**src/rtl/reg_seq_ctrl.sv**
```systemverilog
// Multi-cycle sequencer for a 4 x 8-bit register file: fetch, decode, execute, write back.
// It is the only master of the register-file write port; one write-back per ALU instruction.
module reg_seq_ctrl #(
  parameter int              PC_W     = 8,
  parameter logic [PC_W-1:0] RESET_PC = '0
) (
  input  logic            clk,
  input  logic            clr,
  input  logic            start,
  input  logic            stop,
  output logic            instr_req,
  output logic [PC_W-1:0] instr_addr,
  input  logic            instr_valid,
  input  logic [7:0]      instr_data,
  output logic [1:0]      rf_rs,
  output logic [1:0]      rf_rt,
  input  logic [7:0]      rf_rdata1,
  input  logic [7:0]      rf_rdata2,
  output logic            rf_we,
  output logic [1:0]      rf_wr,
  output logic [7:0]      rf_wdata,
  output logic [PC_W-1:0] pc,
  output logic            busy,
  output logic            done,
  output logic [2:0]      dbg_state
);

  typedef enum logic [2:0] {
    S_IDLE   = 3'd0,
    S_FETCH  = 3'd1,
    S_DECODE = 3'd2,
    S_EXEC   = 3'd3,
    S_WB     = 3'd4
  } state_t;

  state_t          state_q, state_d;
  logic [PC_W-1:0] pc_q, pc_d;
  logic [7:0]      ir_q, ir_d;
  logic [7:0]      a_q, a_d;
  logic [7:0]      b_q, b_d;
  logic            stop_q, stop_d;
  logic            rf_we_q, rf_we_d;
  logic [1:0]      rf_wr_q, rf_wr_d;
  logic [7:0]      rf_wdata_q, rf_wdata_d;
  logic            done_q, done_d;

  logic            stop_pend;
  logic [7:0]      imm_ext;
  logic [PC_W-1:0] jmp_off;

  assign stop_pend = stop_q | stop;
  assign imm_ext   = {{6{ir_q[1]}}, ir_q[1:0]};
  assign jmp_off   = {{(PC_W-6){ir_q[5]}}, ir_q[5:0]};

  always_comb begin
    state_d    = state_q;
    pc_d       = pc_q;
    ir_d       = ir_q;
    a_d        = a_q;
    b_d        = b_q;
    stop_d     = stop_q;
    rf_we_d    = 1'b0;
    rf_wr_d    = rf_wr_q;
    rf_wdata_d = rf_wdata_q;
    done_d     = 1'b0;

    // Stop is sticky while running and only acted on at instruction boundaries.
    if (state_q != S_IDLE) stop_d = stop_pend;

    case (state_q)
      S_IDLE: begin
        if (start) state_d = S_FETCH;
      end
      S_FETCH: begin
        if (instr_valid) begin
          ir_d    = instr_data;
          pc_d    = pc_q + 1'b1;
          state_d = S_DECODE;
        end
      end
      S_DECODE: begin
        a_d     = rf_rdata1;
        b_d     = rf_rdata2;
        state_d = S_EXEC;
      end
      S_EXEC: begin
        case (ir_q[7:6])
          2'b00: begin
            rf_we_d    = 1'b1;
            rf_wr_d    = ir_q[1:0];
            rf_wdata_d = a_q + b_q;
            state_d    = S_WB;
          end
          2'b01: begin
            rf_we_d    = 1'b1;
            rf_wr_d    = ir_q[3:2];
            rf_wdata_d = a_q + imm_ext;
            state_d    = S_WB;
          end
          2'b10: begin
            rf_we_d    = 1'b1;
            rf_wr_d    = ir_q[1:0];
            rf_wdata_d = a_q - b_q;
            state_d    = S_WB;
          end
          default: begin
            // Offset 0 is a halt; pc is left pointing past it.
            if (ir_q[5:0] == 6'd0) begin
              state_d = S_IDLE;
              done_d  = 1'b1;
              stop_d  = 1'b0;
            end else begin
              pc_d = pc_q + jmp_off;
              if (stop_pend) begin
                state_d = S_IDLE;
                done_d  = 1'b1;
                stop_d  = 1'b0;
              end else begin
                state_d = S_FETCH;
              end
            end
          end
        endcase
      end
      S_WB: begin
        if (stop_pend) begin
          state_d = S_IDLE;
          done_d  = 1'b1;
          stop_d  = 1'b0;
        end else begin
          state_d = S_FETCH;
        end
      end
      default: state_d = S_IDLE;
    endcase
  end

  always_ff @(posedge clk) begin
    if (clr) begin
      state_q    <= S_IDLE;
      pc_q       <= RESET_PC;
      ir_q       <= 8'd0;
      a_q        <= 8'd0;
      b_q        <= 8'd0;
      stop_q     <= 1'b0;
      rf_we_q    <= 1'b0;
      rf_wr_q    <= 2'd0;
      rf_wdata_q <= 8'd0;
      done_q     <= 1'b0;
    end else begin
      state_q    <= state_d;
      pc_q       <= pc_d;
      ir_q       <= ir_d;
      a_q        <= a_d;
      b_q        <= b_d;
      stop_q     <= stop_d;
      rf_we_q    <= rf_we_d;
      rf_wr_q    <= rf_wr_d;
      rf_wdata_q <= rf_wdata_d;
      done_q     <= done_d;
    end
  end

  // A clear arriving during WB suppresses that write at the same edge.
  assign rf_we      = rf_we_q & ~clr;
  assign rf_wr      = rf_wr_q;
  assign rf_wdata   = rf_wdata_q;
  assign instr_req  = (state_q == S_FETCH);
  assign instr_addr = pc_q;
  assign rf_rs      = ir_q[5:4];
  assign rf_rt      = ir_q[3:2];
  assign pc         = pc_q;
  assign busy       = (state_q != S_IDLE);
  assign done       = done_q;
  assign dbg_state  = state_q;

endmodule

```
**config.mk**
```make
export PLATFORM = sky130hd
export DESIGN_NAME = reg_seq_ctrl
export DESIGN_NICKNAME = d
export VERILOG_FILES = /design/src/rtl/reg_seq_ctrl.sv
export SDC_FILE = /design/constraint.sdc
export NUM_CORES = 1
export LEC_CHECK = 0
export BUFFER_PORTS_ARGS = -buffer_cell sky130_fd_sc_hd__buf_2
export CORE_MARGIN = 10
export CORE_UTILIZATION = 52
export CTS_CLUSTER_DIAMETER = 40
export DETAILED_ROUTE_END_ITERATION = 10
export HOLD_SLACK_MARGIN = 0.1
export PLACE_DENSITY = 0.77
export SYNTH_ARGS = -nofsm -noshare
export SYNTH_HDL_FRONTEND = slang
export SYNTH_SLANG_ARGS = --single-unit
```
**constraint.sdc**
```tcl
create_clock -name clk -period 6.6 [get_ports clk]
set_clock_uncertainty 0.1 [all_clocks]
set_input_delay 1.32 -clock clk [delete_from_list [all_inputs] [get_ports clk]]
set_output_delay 1.32 -clock clk [all_outputs]
set_load 0.01 [all_outputs]
```
# [Word-level counts from Yosys, hierarchy flattened]
# Cells that the tools add are included.
[totals] mem_bits_rw=0 output_inout_bits=37 latchBits=0 mem_bits_ro=0 reg_bits=48 memories=0 word_cells=66
[classes] n_lt_le_gt_ge=0 bitwise=4 n_mul=0 n_reduce_logical=15 div_mod_pow=0 n_shift=0 n_mux=22 eq_ne=10 n_addsub=5
[ops] op="8-bit adder" count=3
[ops] op="8-bit 2-to-1 mux" count=3
[ops] op="8-bit case mux with 3 select lines" count=1
[ops] op="8-bit case mux with 2 select lines" count=1
[ops] op="3-bit case mux with 5 select lines" count=1
[ops] op="1-bit 2-to-1 mux" count=10
[ops] op="3-bit 2-to-1 mux" count=3
[ops] op="8-bit by 1-bit adder with 8-bit output (second input constant)" count=1
[ops] op="2-bit AND reduction" count=4
[ops] op="8-bit subtractor" count=1
[ops] op="3-bit by 2-bit == test with 1-bit output (second input constant)" count=2
[ops] op="6-bit zero test" count=1
[ops] op="2-bit != test (second input constant)" count=3
[ops] op="3-bit nonzero test" count=2
[ops] op="1-bit case mux with 2 select lines" count=2
[ops] op="2-bit case mux with 2 select lines" count=1
[ops] op="4-bit AND reduction" count=1
[ops] op="2-bit nonzero test" count=2
[ops] op="2-bit OR reduction" count=2
[ops] op="3-bit by 1-bit == test with 1-bit output (second input constant)" count=1
[ops] op="3-bit == test (second input constant)" count=1
[ops] op="3-bit zero test" count=1
[ops] op="3-bit OR reduction" count=1
[ops] op="2-bit by 1-bit == test with 1-bit output (second input constant)" count=1
[ops] op="6 further kinds" count=7

# [Longest topological paths before layout]
# Gate-level depths: netlist (run 1).
[logic_depth] depth_word=6 ltp_mapped=13 ltp_nobuf=12

# [Worst setup path after synthesis (run 1)]
# No wires, ideal clock.
[synth_timing] path_type="input port to output port" startpoint="input clr" endpoint="output rf_we" setup_slack_ps=3484 cell_stages=2 t_arrival_ps=1696 required_time_ps=5180 path_buffers=1 path_cell_list="clkbuf_1 -> nor2b_1"
[synth_between] elab_chain_cells=2
[synth_rtl] element="start: declaration" line="8" source="input logic clr,"
[synth_rtl] element="1-bit NOT" line="165" source="assign rf_we = rf_we_q & ~clr;"
[synth_rtl] element="1-bit bitwise AND" line="165"
[synth_rtl] element="end: declaration" line="19" source="output logic rf_we,"
# No other way between the ends.

# [Worst setup path after layout (run 1)]
# Ends and elaborated chain as after synthesis.

==> results of run 1 <==
-- registers in the layout, summed over array words and instances (netlist names) --
register and flops:
dbg_state 3, done 1, ir_q 8, rf_we_q 1, b_q 8, instr_addr 8, rf_wr 2, rf_wdata 8
stop_q 1, a_q 8
-- worst paths after layout --
| path | start | to | slack [ps] | cells past startpoint |
|---|---|---|---|---|
| max | clr | rf_we | 2930 | 3 |
| min | rf_wdata[2] | rf_wdata[2] | 350 | 2 |
| max reg2reg | ir_q[6] | rf_wdata[5] | 3470 | 10 |
| min reg2reg | rf_wdata[2] | rf_wdata[2] | 350 | 2 |
-- where the power goes --
group | switching [W] | total, W | internal, W | leakage [nW]
logic | 0.0000841 | 0.000146 | 0.0000622 | 1.01
registers | 0.0000134 | 0.000315 | 0.000301 | 0.389
clock network | 0.000101 | 0.000185 | 0.0000838 | 0.0510
total | 0.000199 | 0.000646 | 0.000447 | 1.45
-- worst max-delay path: stages --
cell and delay (ps):
sky130_fd_sc_hd__buf_2 660, sky130_fd_sc_hd__nor2b_1 80, sky130_fd_sc_hd__buf_2 170
-- cell families after synthesis --
kind of cell / Yosys count / share of synthesized area (%)
AND/OR/NAND/NOR: 157 / 26.7
AO/OA/AOI/OAI: 90 / 19.0
flip-flops: 48 / 33.1
buffers and inverters: 44 / 7.36
adder cells (fa/ha/maj): 24 / 10.8
multiplexers: 5 / 1.81
XOR/XNOR: 4 / 1.21
-- layout make-up --
type	count	share of cell area (%)
well taps	72	2.76
multi-input cells	280	53.0
clock buffers	6	2.53
repair buffers	66	10.2
inverters	16	1.84
flip-flops and latches	48	29.4
clock inverters	2	0.306
-- placed cells by master (no fill, tap or decap), types with 3 or more instances in the layout --
cell type / n
sky130_fd_sc_hd__buf_2: 65
sky130_fd_sc_hd__nor2_1: 24
sky130_fd_sc_hd__a221oi_1: 4
sky130_fd_sc_hd__a21oi_1: 38
sky130_fd_sc_hd__nand3_1: 8
sky130_fd_sc_hd__o21ai_0: 9
sky130_fd_sc_hd__or3_1: 7
sky130_fd_sc_hd__xnor2_1: 3
sky130_fd_sc_hd__mux2i_1: 3
sky130_fd_sc_hd__dfxtp_1: 48
sky130_fd_sc_hd__nor3_1: 7
sky130_fd_sc_hd__nor3b_1: 5
sky130_fd_sc_hd__o211ai_1: 4
sky130_fd_sc_hd__nand4_1: 4
sky130_fd_sc_hd__o21a_1: 4
sky130_fd_sc_hd__nor2b_1: 7
sky130_fd_sc_hd__inv_1: 16
sky130_fd_sc_hd__and2_1: 6
sky130_fd_sc_hd__nand2_1: 70
sky130_fd_sc_hd__o21ai_1: 8
sky130_fd_sc_hd__a211oi_1: 5
sky130_fd_sc_hd__clkbuf_8: 6
sky130_fd_sc_hd__ha_1: 22
-- layer usage --
| layer | vias to the layer above | global-route usage (%) | wire [um] |
|---|---|---|---|
| met1 | 1191 | 17.6 | 2990 |
| met4 | 0 | 4.86 | 83 |
| met2 | 60 | 25.9 | 3130 |
| met3 | 6 | 4.36 | 452 |
| met5 | - | 0 | 0 |
| li1 | 1382 | - | - |
-- per-stage QoR --
stage / area (um^2) / util (%) / instances
2_1_floorplan: 2910 / - / 372
3_3_place_gp: 3180 / 58.0 / 482
3_5_place_dp: 3180 / 58.0 / 482
4_1_cts: 3270 / 59.7 / 490
5_1_grt: 3270 / 59.7 / 490
6_report: 3270 / 59.7 / 490
==> impl_metrics.tcl, run 1 <==
set metrics [dict create \
    avgViaCountPerCell 5.39 \
    worstHoldPathType "reg -> reg" \
    place_hpwl_mm 5.11 \
    clkSinkCount 48 \
    die_y_um 94.8 \
    slew_headroom_pct 41.7 \
    post_route_cells_drive_above_1_share_pct 19.6 \
    synthArstFlopShare_pct 0 \
    final.setup.tns_ps 0 \
    crit_type "in -> out" \
    yosys-top-cells-area "sky130_fd_sc_hd__dfxtp_1 33%, sky130_fd_sc_hd__ha_1 9.5%, sky130_fd_sc_hd__nand2_1 9.0%" \
    syn_avg_cell_area_um2 7.81 \
    boundary_pins 66 \
    grt_first_pass_wirelength_mm 11.2 \
    dr_total_vias 2639 \
    n_antenna_cell 0 \
    die-area_um2 8980 \
    insertion_delay_ps 310 \
    post-layout-total-power_w 0.000646 \
    portBuffers 65 \
    worst_slack_ps 2930 \
    vdd_drop_max_mv 0.0934 \
    overflow_left_after_global_routing 0 \
    route.final.wire_length_mm 6.65 \
    initial_utilization_pct 53.1 \
    report.final.slew_viol_count 0 \
    cts_tree "built" \
    synth_cells 372 \
    multi_input_area_um2 1730 \
    drt-initial-drc-count 90 \
    synth-seq-area-share_pct 33.1 \
    cts_root_buffer "sky130_fd_sc_hd__clkbuf_8" \
    worst_ep_arrival_time_ps 2250 \
    timing.hold.ws_ps 351 \
    die_width_um 94.8 \
    timing.final.crit_period_ps 3670 \
    finish.net_count 470 \
    placement.setup.worst_slack_ps 2930 \
    synth_top_cells_by_count "70 x sky130_fd_sc_hd__nand2_1, 48 x sky130_fd_sc_hd__dfxtp_1, 38 x sky130_fd_sc_hd__a21oi_1, 24 x sky130_fd_sc_hd__nor2_1, 22 x sky130_fd_sc_hd__ha_1" \
    setup_viol_count_final 0 \
    antenna_left 0 \
    number_of_antenna_violations_at_the_first_check_in_global_routing 0 \
    synth_area_um2 2910 \
    grt_max_degree 50 \
    placement_rows 27 \
    firstDrtPassIters 4 \
    core-area_um2 5470 \
    synth_ff_type "sky130_fd_sc_hd__dfxtp_1" \
    number_of_hold_slack_violations_in_the_final_timing_report 0 \
    cts_resized 0 \
    route.detailed.wl_per_inst_um 13.6 \
    yosys.area.top_type "sky130_fd_sc_hd__dfxtp_1" \
    power_density_nw_per_um2 198 \
    critical_path.endpoint_type "primary output" \
    number_of_flip_flops_and_latches_in_the_synthesized_netlist 48 \
    routability_congestion_estimate_from_global_placement 0.835 \
    cts.repair_timing.setup_buffer_count 0 \
    cts_max_path_buffers 2 \
    overall_track_demand_over_capacity_in_global_routing_pct 15.1 \
    yosys_warnings 0 \
    worst-slew-pin-transition_ps 874 \
    first_global_vias 2540 \
    cp.required_ps 5180 \
    maxCapViolCount 0 \
    p_leak_nw 1.45 \
    mappedNetlistNets 425 \
    fillerInstances 546 \
    fin_crit_sh_pct 55.6 \
    critPathLaunchType "input pin" \
    h_tree_depth 2 \
    grt_setup_unrepaired "false" \
    synth.lib_cells_used.distinct 54 \
    hold_buffers 0 \
    drc 0 \
    tritoncts.num_buffers 5 \
    cp_max_fo 49 \
    run_status "complete, no violations" \
    fmax_ghz 0.273 \
    path_clk_slew_ps 90 \
    regArea_um2 961 \
    synth_top_area_share_pct 33.1 \
    synthMostInstantiatedCell "sky130_fd_sc_hd__nand2_1" \
    area_growth_pct 12.4 \
    edff_count_synth 0 \
]
Power figures use the tool's default switching activity.
==> run 2: changes to the inputs <==
--- a/config.mk
+++ b/config.mk
@@ -5,9 +5,10 @@
 export SDC_FILE = /design/constraint.sdc
 export NUM_CORES = 1
 export LEC_CHECK = 0
+export ABC_AREA = 1
 export BUFFER_PORTS_ARGS = -buffer_cell sky130_fd_sc_hd__buf_2
 export CORE_MARGIN = 10
-export CORE_UTILIZATION = 52
+export CORE_UTILIZATION = 49
 export CTS_CLUSTER_DIAMETER = 40
 export DETAILED_ROUTE_END_ITERATION = 10
 export HOLD_SLACK_MARGIN = 0.1
==> constraint.sdc (replaced) <==
create_clock -name clk -period 3 [get_ports clk]
set_clock_uncertainty 0.1 [all_clocks]
set_input_delay 0.6 -clock clk [delete_from_list [all_inputs] [get_ports clk]]
set_output_delay 0.6 -clock clk [all_outputs]
set_load 0.01 [all_outputs]
==> impl_metrics.tcl, run 2 <==
set metrics [dict create \
    vdd_drop_max_mv 0.372 \
    h_tree_depth 2 \
    yosys-top-cells-area "sky130_fd_sc_hd__dfxtp_1 34%, sky130_fd_sc_hd__ha_1 9.8%, sky130_fd_sc_hd__o21ai_0 9.3%" \
    number_of_antenna_violations_at_the_first_check_in_global_routing 0 \
    fin_crit_sh_pct 89.7 \
    fmax_ghz 0.372 \
    reg2reg_depth 15 \
    n_antenna_cell 0 \
    power_density_nw_per_um2 599 \
    grt_first_pass_wirelength_mm 11.0 \
    first_global_vias 2571 \
    run_status "complete, no violations" \
    power.net_switching_w 0.000733 \
    grt_max_degree 29 \
    synth_top_cells_by_count "52 x sky130_fd_sc_hd__nand2_1, 52 x sky130_fd_sc_hd__o21ai_0, 51 x sky130_fd_sc_hd__inv_1, 48 x sky130_fd_sc_hd__dfxtp_1, 45 x sky130_fd_sc_hd__a21oi_1" \
    grt_setup_unrepaired "false" \
    cts_root_buffer "sky130_fd_sc_hd__clkbuf_8" \
    number_of_hold_slack_violations_in_the_final_timing_report 0 \
    postPlaceCellArea_um2 3100 \
    maxCapViolCount 0 \
    worst-slew-pin-transition_ps 427 \
    cts_resized 0 \
    mappedNetlistNets 443 \
    overall_track_demand_over_capacity_in_global_routing_pct 14.5 \
    worst_slack_ps 309 \
    p_leak_nw 1.66 \
    routability_congestion_estimate_from_global_placement 0.864 \
    synthArstFlopShare_pct 0 \
    worst_ep_arrival_time_ps 2790 \
    post_route_cells_drive_above_1_share_pct 20.3 \
    grt_busiest_layer "met2" \
    p_sw_share_pct 38.2 \
    hold_buffers 0 \
    report.final.slew_viol_count 0 \
    finish.net_count 496 \
    slew_headroom_pct 71.5 \
    dr_total_vias 2600 \
    fillerInstances 533 \
    reg2reg_setup_slack_ps 310 \
    die-area_um2 9140 \
    clkSinkCount 48 \
    worstHoldPathType "reg -> reg" \
    route.final.wire_length_mm 6.62 \
    cp.required_ps 3100 \
    synth_cells 390 \
    initial_utilization_pct 50.6 \
    antenna_left 0 \
    power.share.clock_pct 21.2 \
    final.setup.tns_ps 0 \
    global_route.usage.met2_pct 26.7 \
    critical_path.endpoint_type "flip-flop" \
    syn_avg_cell_area_um2 7.18 \
    area_growth_pct 14.3 \
    pwr-share-seq_pct 38.9 \
    crit_type "reg -> reg" \
    drt-initial-drc-count 96 \
    placement_rows 27 \
    synth_top_area_share_pct 34.3 \
    timing.final.crit_period_ps 2690 \
    place_hpwl_mm 5.25 \
    synth_ff_type "sky130_fd_sc_hd__dfxtp_1" \
    internal_power_of_the_cells_w 0.00119 \
    portBuffers 65 \
    route.detailed.wl_per_inst_um 12.8 \
    number_of_flip_flops_and_latches_in_the_synthesized_netlist 48 \
    setup_viol_count_final 0 \
    yosys.area.top_type "sky130_fd_sc_hd__dfxtp_1" \
    worst_r2r_startpoint "ir_q[6]" \
    worstSetupStartpoint "ir_q[6]" \
    crit_path_end "rf_wdata[6]" \
    path_clk_slew_ps 90 \
    gr-usage-met3_pct 3.69 \
    edff_count_synth 0 \
    grt_use_met1_pct 16.2 \
    overflow_left_after_global_routing 0 \
    cts_tree "built" \
    boundary_pins 66 \
    core-area_um2 5540 \
    cts.repair_timing.setup_buffer_count 0 \
    yosys_warnings 0 \
    drc 0 \
    die_y_um 95.6 \
    most-common-layout-cells "65 x sky130_fd_sc_hd__buf_2, 52 x sky130_fd_sc_hd__nand2_1, 51 x sky130_fd_sc_hd__inv_1" \
    tritoncts.num_buffers 5 \
    die_width_um 95.6 \
    layout_commonest_cell "sky130_fd_sc_hd__buf_2" \
    post_layout_instance_area_um2 3200 \
    combPwrFrac_pct 40.0 \
    synth.lib_cells_used.distinct 32 \
    insertion_delay_ps 300 \
    synth-seq-area-share_pct 34.3 \
    worstReg2RegEnd "rf_wdata[6]" \
    critPathLaunchType "flip-flop" \
    firstDrtPassIters 4 \
    placement.setup.worst_slack_ps 181 \
    cp_max_fo 6 \
    synth_area_um2 2800 \
    cts_max_path_buffers 2 \
    avgViaCountPerCell 5.04 \
]
[run 2: cell count changes after synthesis, moves of 7 or more]
| cell | previous run | this run |
|---|---|---|
| sky130_fd_sc_hd__nor2b_1 | 7 | 0 |
| sky130_fd_sc_hd__nand2_1 | 70 | 52 |
| sky130_fd_sc_hd__inv_1 | 16 | 51 |
| sky130_fd_sc_hd__a21oi_1 | 38 | 45 |
| sky130_fd_sc_hd__o21ai_0 | 9 | 52 |
| sky130_fd_sc_hd__nor2_1 | 24 | 44 |
| sky130_fd_sc_hd__or3_1 | 7 | 0 |
| sky130_fd_sc_hd__clkbuf_1 | 13 | 5 |
[run 2: power groups by stage]
stage                     sequential (W)  clock (W)  combinational [W]
after floorplan                 0.000762          0           0.000572
after global placement          0.000758          0           0.000724
after detailed placement        0.000761          0           0.000746
after CTS                       0.000746   0.000413           0.000751
after global routing            0.000754   0.000434           0.000882
final                           0.000746   0.000406           0.000767
[run 2: kinds of logic after synthesis]
kind of cell,Yosys count,synth area share (%)
simple gates,120,18.0
xor+xnor,11,3.44
compound gates,110,20.7
fa+ha+maj,24,11.3
buf+inv,77,12.4
flops,48,34.3
[run 2: critical path, stage by stage (launching register included)]
cell	delay [ps]
sky130_fd_sc_hd__dfxtp_1	400
sky130_fd_sc_hd__inv_1	120
sky130_fd_sc_hd__ha_4	300
sky130_fd_sc_hd__inv_1	100
sky130_fd_sc_hd__o21ai_0	160
sky130_fd_sc_hd__nand2_1	70
sky130_fd_sc_hd__ha_1	210
sky130_fd_sc_hd__fa_1	420
sky130_fd_sc_hd__o21ai_2	200
sky130_fd_sc_hd__nand2_1	70
sky130_fd_sc_hd__nand2_1	60
sky130_fd_sc_hd__nand2_1	70
sky130_fd_sc_hd__nand3_1	70
sky130_fd_sc_hd__nand2_1	50
sky130_fd_sc_hd__o21ai_0	150
sky130_fd_sc_hd__inv_1	50
[run 2: cell type report]
class	count	area (um^2)	area share (%)
multi-input combinational	265	1510	47.1
sequential	48	961	30.0
timing repair buffer	67	340	10.6
inverter	56	211	6.60
clock buffer	8	90.1	2.81
tap	72	90.1	2.81
[run 2: how the worst min path moves through the flow]
stage               cells after the start      to  startpoint  slack (ps)
finish                                  2  a_q[0]      a_q[0]         390
global route                            2  a_q[0]      a_q[0]         410
CTS                                     2  a_q[0]      a_q[0]         390
detailed placement                      2  a_q[0]      a_q[0]         370
global placement                        2  a_q[7]      a_q[7]         360
floorplan                               2  a_q[0]      a_q[0]         340
[run 2: through the flow]
| step | hold slack, ps | utilization [%] | cells | total power (W) |
|---|---|---|---|---|
| final | 390 | 57.8 | 516 | 0.00192 |
| after floorplan | 335 | - | 390 | 0.00133 |
| after global routing | 407 | 57.8 | 516 | 0.00207 |
| after CTS | 390 | 57.5 | 516 | 0.00191 |
| after global placement | 357 | 55.9 | 508 | 0.00148 |
| after detailed placement | 374 | 55.9 | 508 | 0.00151 |
[run 2: per-layer routing]
layer | vias to the layer above | wire length [um]
met5 | - | 0
met4 | 0 | 52
met3 | 7 | 489
met2 | 66 | 3300
met1 | 1166 | 2770
li1 | 1361 | -
==> run 3: changes to the inputs <==
==> constraint.sdc (replaced) <==
create_clock -name clk -period 2.2 [get_ports clk]
set_clock_uncertainty 0.1 [all_clocks]
set_input_delay 0.44 -clock clk [delete_from_list [all_inputs] [get_ports clk]]
set_output_delay 0.44 -clock clk [all_outputs]
set_load 0.01 [all_outputs]
==> impl_metrics.tcl, run 3 (same netlist as run 2, synthesis figures left out) <==
set metrics [dict create \
    post_route_cells_drive_above_1_share_pct 36.4 \
    path_clk_slew_ps 80 \
    critical_path.max_stage_delay_ps 350 \
    number_of_antenna_violations_at_the_first_check_in_global_routing 0 \
    initial_utilization_pct 50.6 \
    cpMaxStageDelayCell "sky130_fd_sc_hd__dfxtp_2" \
    first_global_vias 2860 \
    grt_max_degree 29 \
    dr_total_vias 2836 \
    grt_setup_unrepaired "true" \
    place_hpwl_mm 5.60 \
    timing.hold.worst_endpoint "a_q[4]" \
    die_width_um 95.6 \
    die-area_um2 9140 \
    routability_congestion_estimate_from_global_placement 0.891 \
    overall_track_demand_over_capacity_in_global_routing_pct 16.3 \
    cp_max_fo 6 \
    drt-initial-drc-count 114 \
    timing.critical_path.mode_cell "sky130_fd_sc_hd__nand2_1" \
    worstHoldPathType "in -> reg" \
    cts_max_path_buffers 2 \
    h_tree_depth 2 \
    worstPathCellList "inv_2, ha_4, inv_2, buf_4, buf_4, a31o_4, ha_4, nand2_4, inv_1, nand2_1, nand2_1, nor2_2, inv_1, nand2_1, nand3_1, nand2_1, inv_1" \
    postPlaceCellArea_um2 3350 \
    die_y_um 95.6 \
    critical_path.endpoint_type "flip-flop" \
    firstDrtPassIters 5 \
    area_growth_pct 31.9 \
    most-common-layout-cells "65 x sky130_fd_sc_hd__buf_2, 45 x sky130_fd_sc_hd__inv_1, 45 x sky130_fd_sc_hd__nand2_1" \
    layout_commonest_cell "sky130_fd_sc_hd__buf_2" \
    finish.net_count 536 \
    crit_type "reg -> reg" \
    n_antenna_cell 0 \
    drc 0 \
    number_of_hold_slack_violations_in_the_final_timing_report 0 \
    reg2reg_depth 17 \
    avgViaCountPerCell 5.13 \
    clkSinkCount 48 \
    worstReg2RegEnd "rf_wdata[7]" \
    boundary_pins 66 \
    report.final.slew_viol_count 0 \
    power_density_nw_per_um2 836 \
    timing.hold.ws_ps 259 \
    placement_rows 27 \
    layout.core_utilization_pct 66.7 \
    grt_first_pass_wirelength_mm 12.2 \
    violations_in_the_final_reports "setup timing" \
    maxCapViolCount 0 \
    antenna_left 0 \
    vdd_drop_max_mv 0.523 \
    core-area_um2 5540 \
    hold_path_startpoint "rf_rdata1[4]" \
    reg2reg_setup_slack_ps -120 \
    route.detailed.wl_per_inst_um 13.9 \
    portBuffers 65 \
    insertion_delay_ps 300 \
    post_layout_instance_area_um2 3700 \
    timing.final.crit_period_ps 2320 \
    p_leak_nw 1.86 \
    cts_root_buffer "sky130_fd_sc_hd__clkbuf_8" \
    worst_ep_arrival_time_ps 2420 \
    cts_tree "built" \
    worst_r2r_startpoint "ir_q[6]" \
    fin_crit_sh_pct 105 \
    slew_headroom_pct 72.3 \
    worst-slew-pin-transition_ps 415 \
    run_status "finished with violations" \
    setup_viol_count_final 4 \
    tritoncts.num_buffers 5 \
    route.final.wire_length_mm 7.67 \
    holdPathStages 3 \
    worst_slack_ps -118 \
    fmax_ghz 0.431 \
    cp.required_ps 2300 \
    critPathLaunchType "flip-flop" \
    overflow_left_after_global_routing 0 \
]
## run 3: cell types whose count changed in the layout (fill, tap and decap cells not counted), sizes merged
cell and delta:
buf +40, clkbuf -3
## run 3: metrics by stage
stage,setup TNS [ps],power [W],cells,setup slack [ps]
floorplan,-24.1,0.00185,390,-24.1
global placement,-241,0.00224,538,-111
detailed placement,-565,0.00228,538,-163
CTS,-236,0.00292,548,-108
global route,-961,0.00331,553,-299
finish,-266,0.00309,553,-118
## run 3: where the power goes
part           switching, W  internal [W]  leakage [nW]
Sequential        0.0000695      0.000955         0.393
Clock              0.000287      0.000206        0.0359
Combinational      0.000820      0.000751          1.43
## run 3: repair_timing
action / CTS / global route
setup endpoints to repair: 5 / 8
gates resized for setup: 20 / 30
hold endpoints to repair: 0 / 0
pin swaps: 8 / 14
buffers inserted: 5 / 5
hold buffers: 0 / 0
## run 3: per-layer routing
layer	wire length (um)	GRT usage [%]
met1	3030	17.7
met2	3920	29.7
met3	549	4.01
met4	161	5.90
met5	0	0
## run 3: layout make-up
type	count	area, um^2
fill	469	1840
multi-input combinational	265	1710
sequential	48	968
timing repair buffer	107	644
inverter	56	211
tap	72	90.1
clock buffer	5	68.8
## run 3: worst max-delay path, delay by kind of cell, from the launching register on
family / cells / cell delay [ps]
buf+inv: 7 / 480
flops: 1 / 350
simple gates: 7 / 510
fa+ha+maj: 2 / 520
compound gates: 1 / 250
## run 3: worst max path at each step
stage | from | endpoint | slack (ps) | cells past startpoint
2_1_floorplan | ir_q[6] | rf_wdata[6] | -20 | 15
3_3_place_gp | ir_q[6] | rf_wdata[6] | -110 | 15
3_5_place_dp | ir_q[6] | rf_wdata[6] | -160 | 15
4_1_cts | ir_q[6] | rf_wdata[6] | -110 | 15
5_1_grt | ir_q[6] | rf_wdata[6] | -300 | 16
6_report | ir_q[6] | rf_wdata[7] | -120 | 17
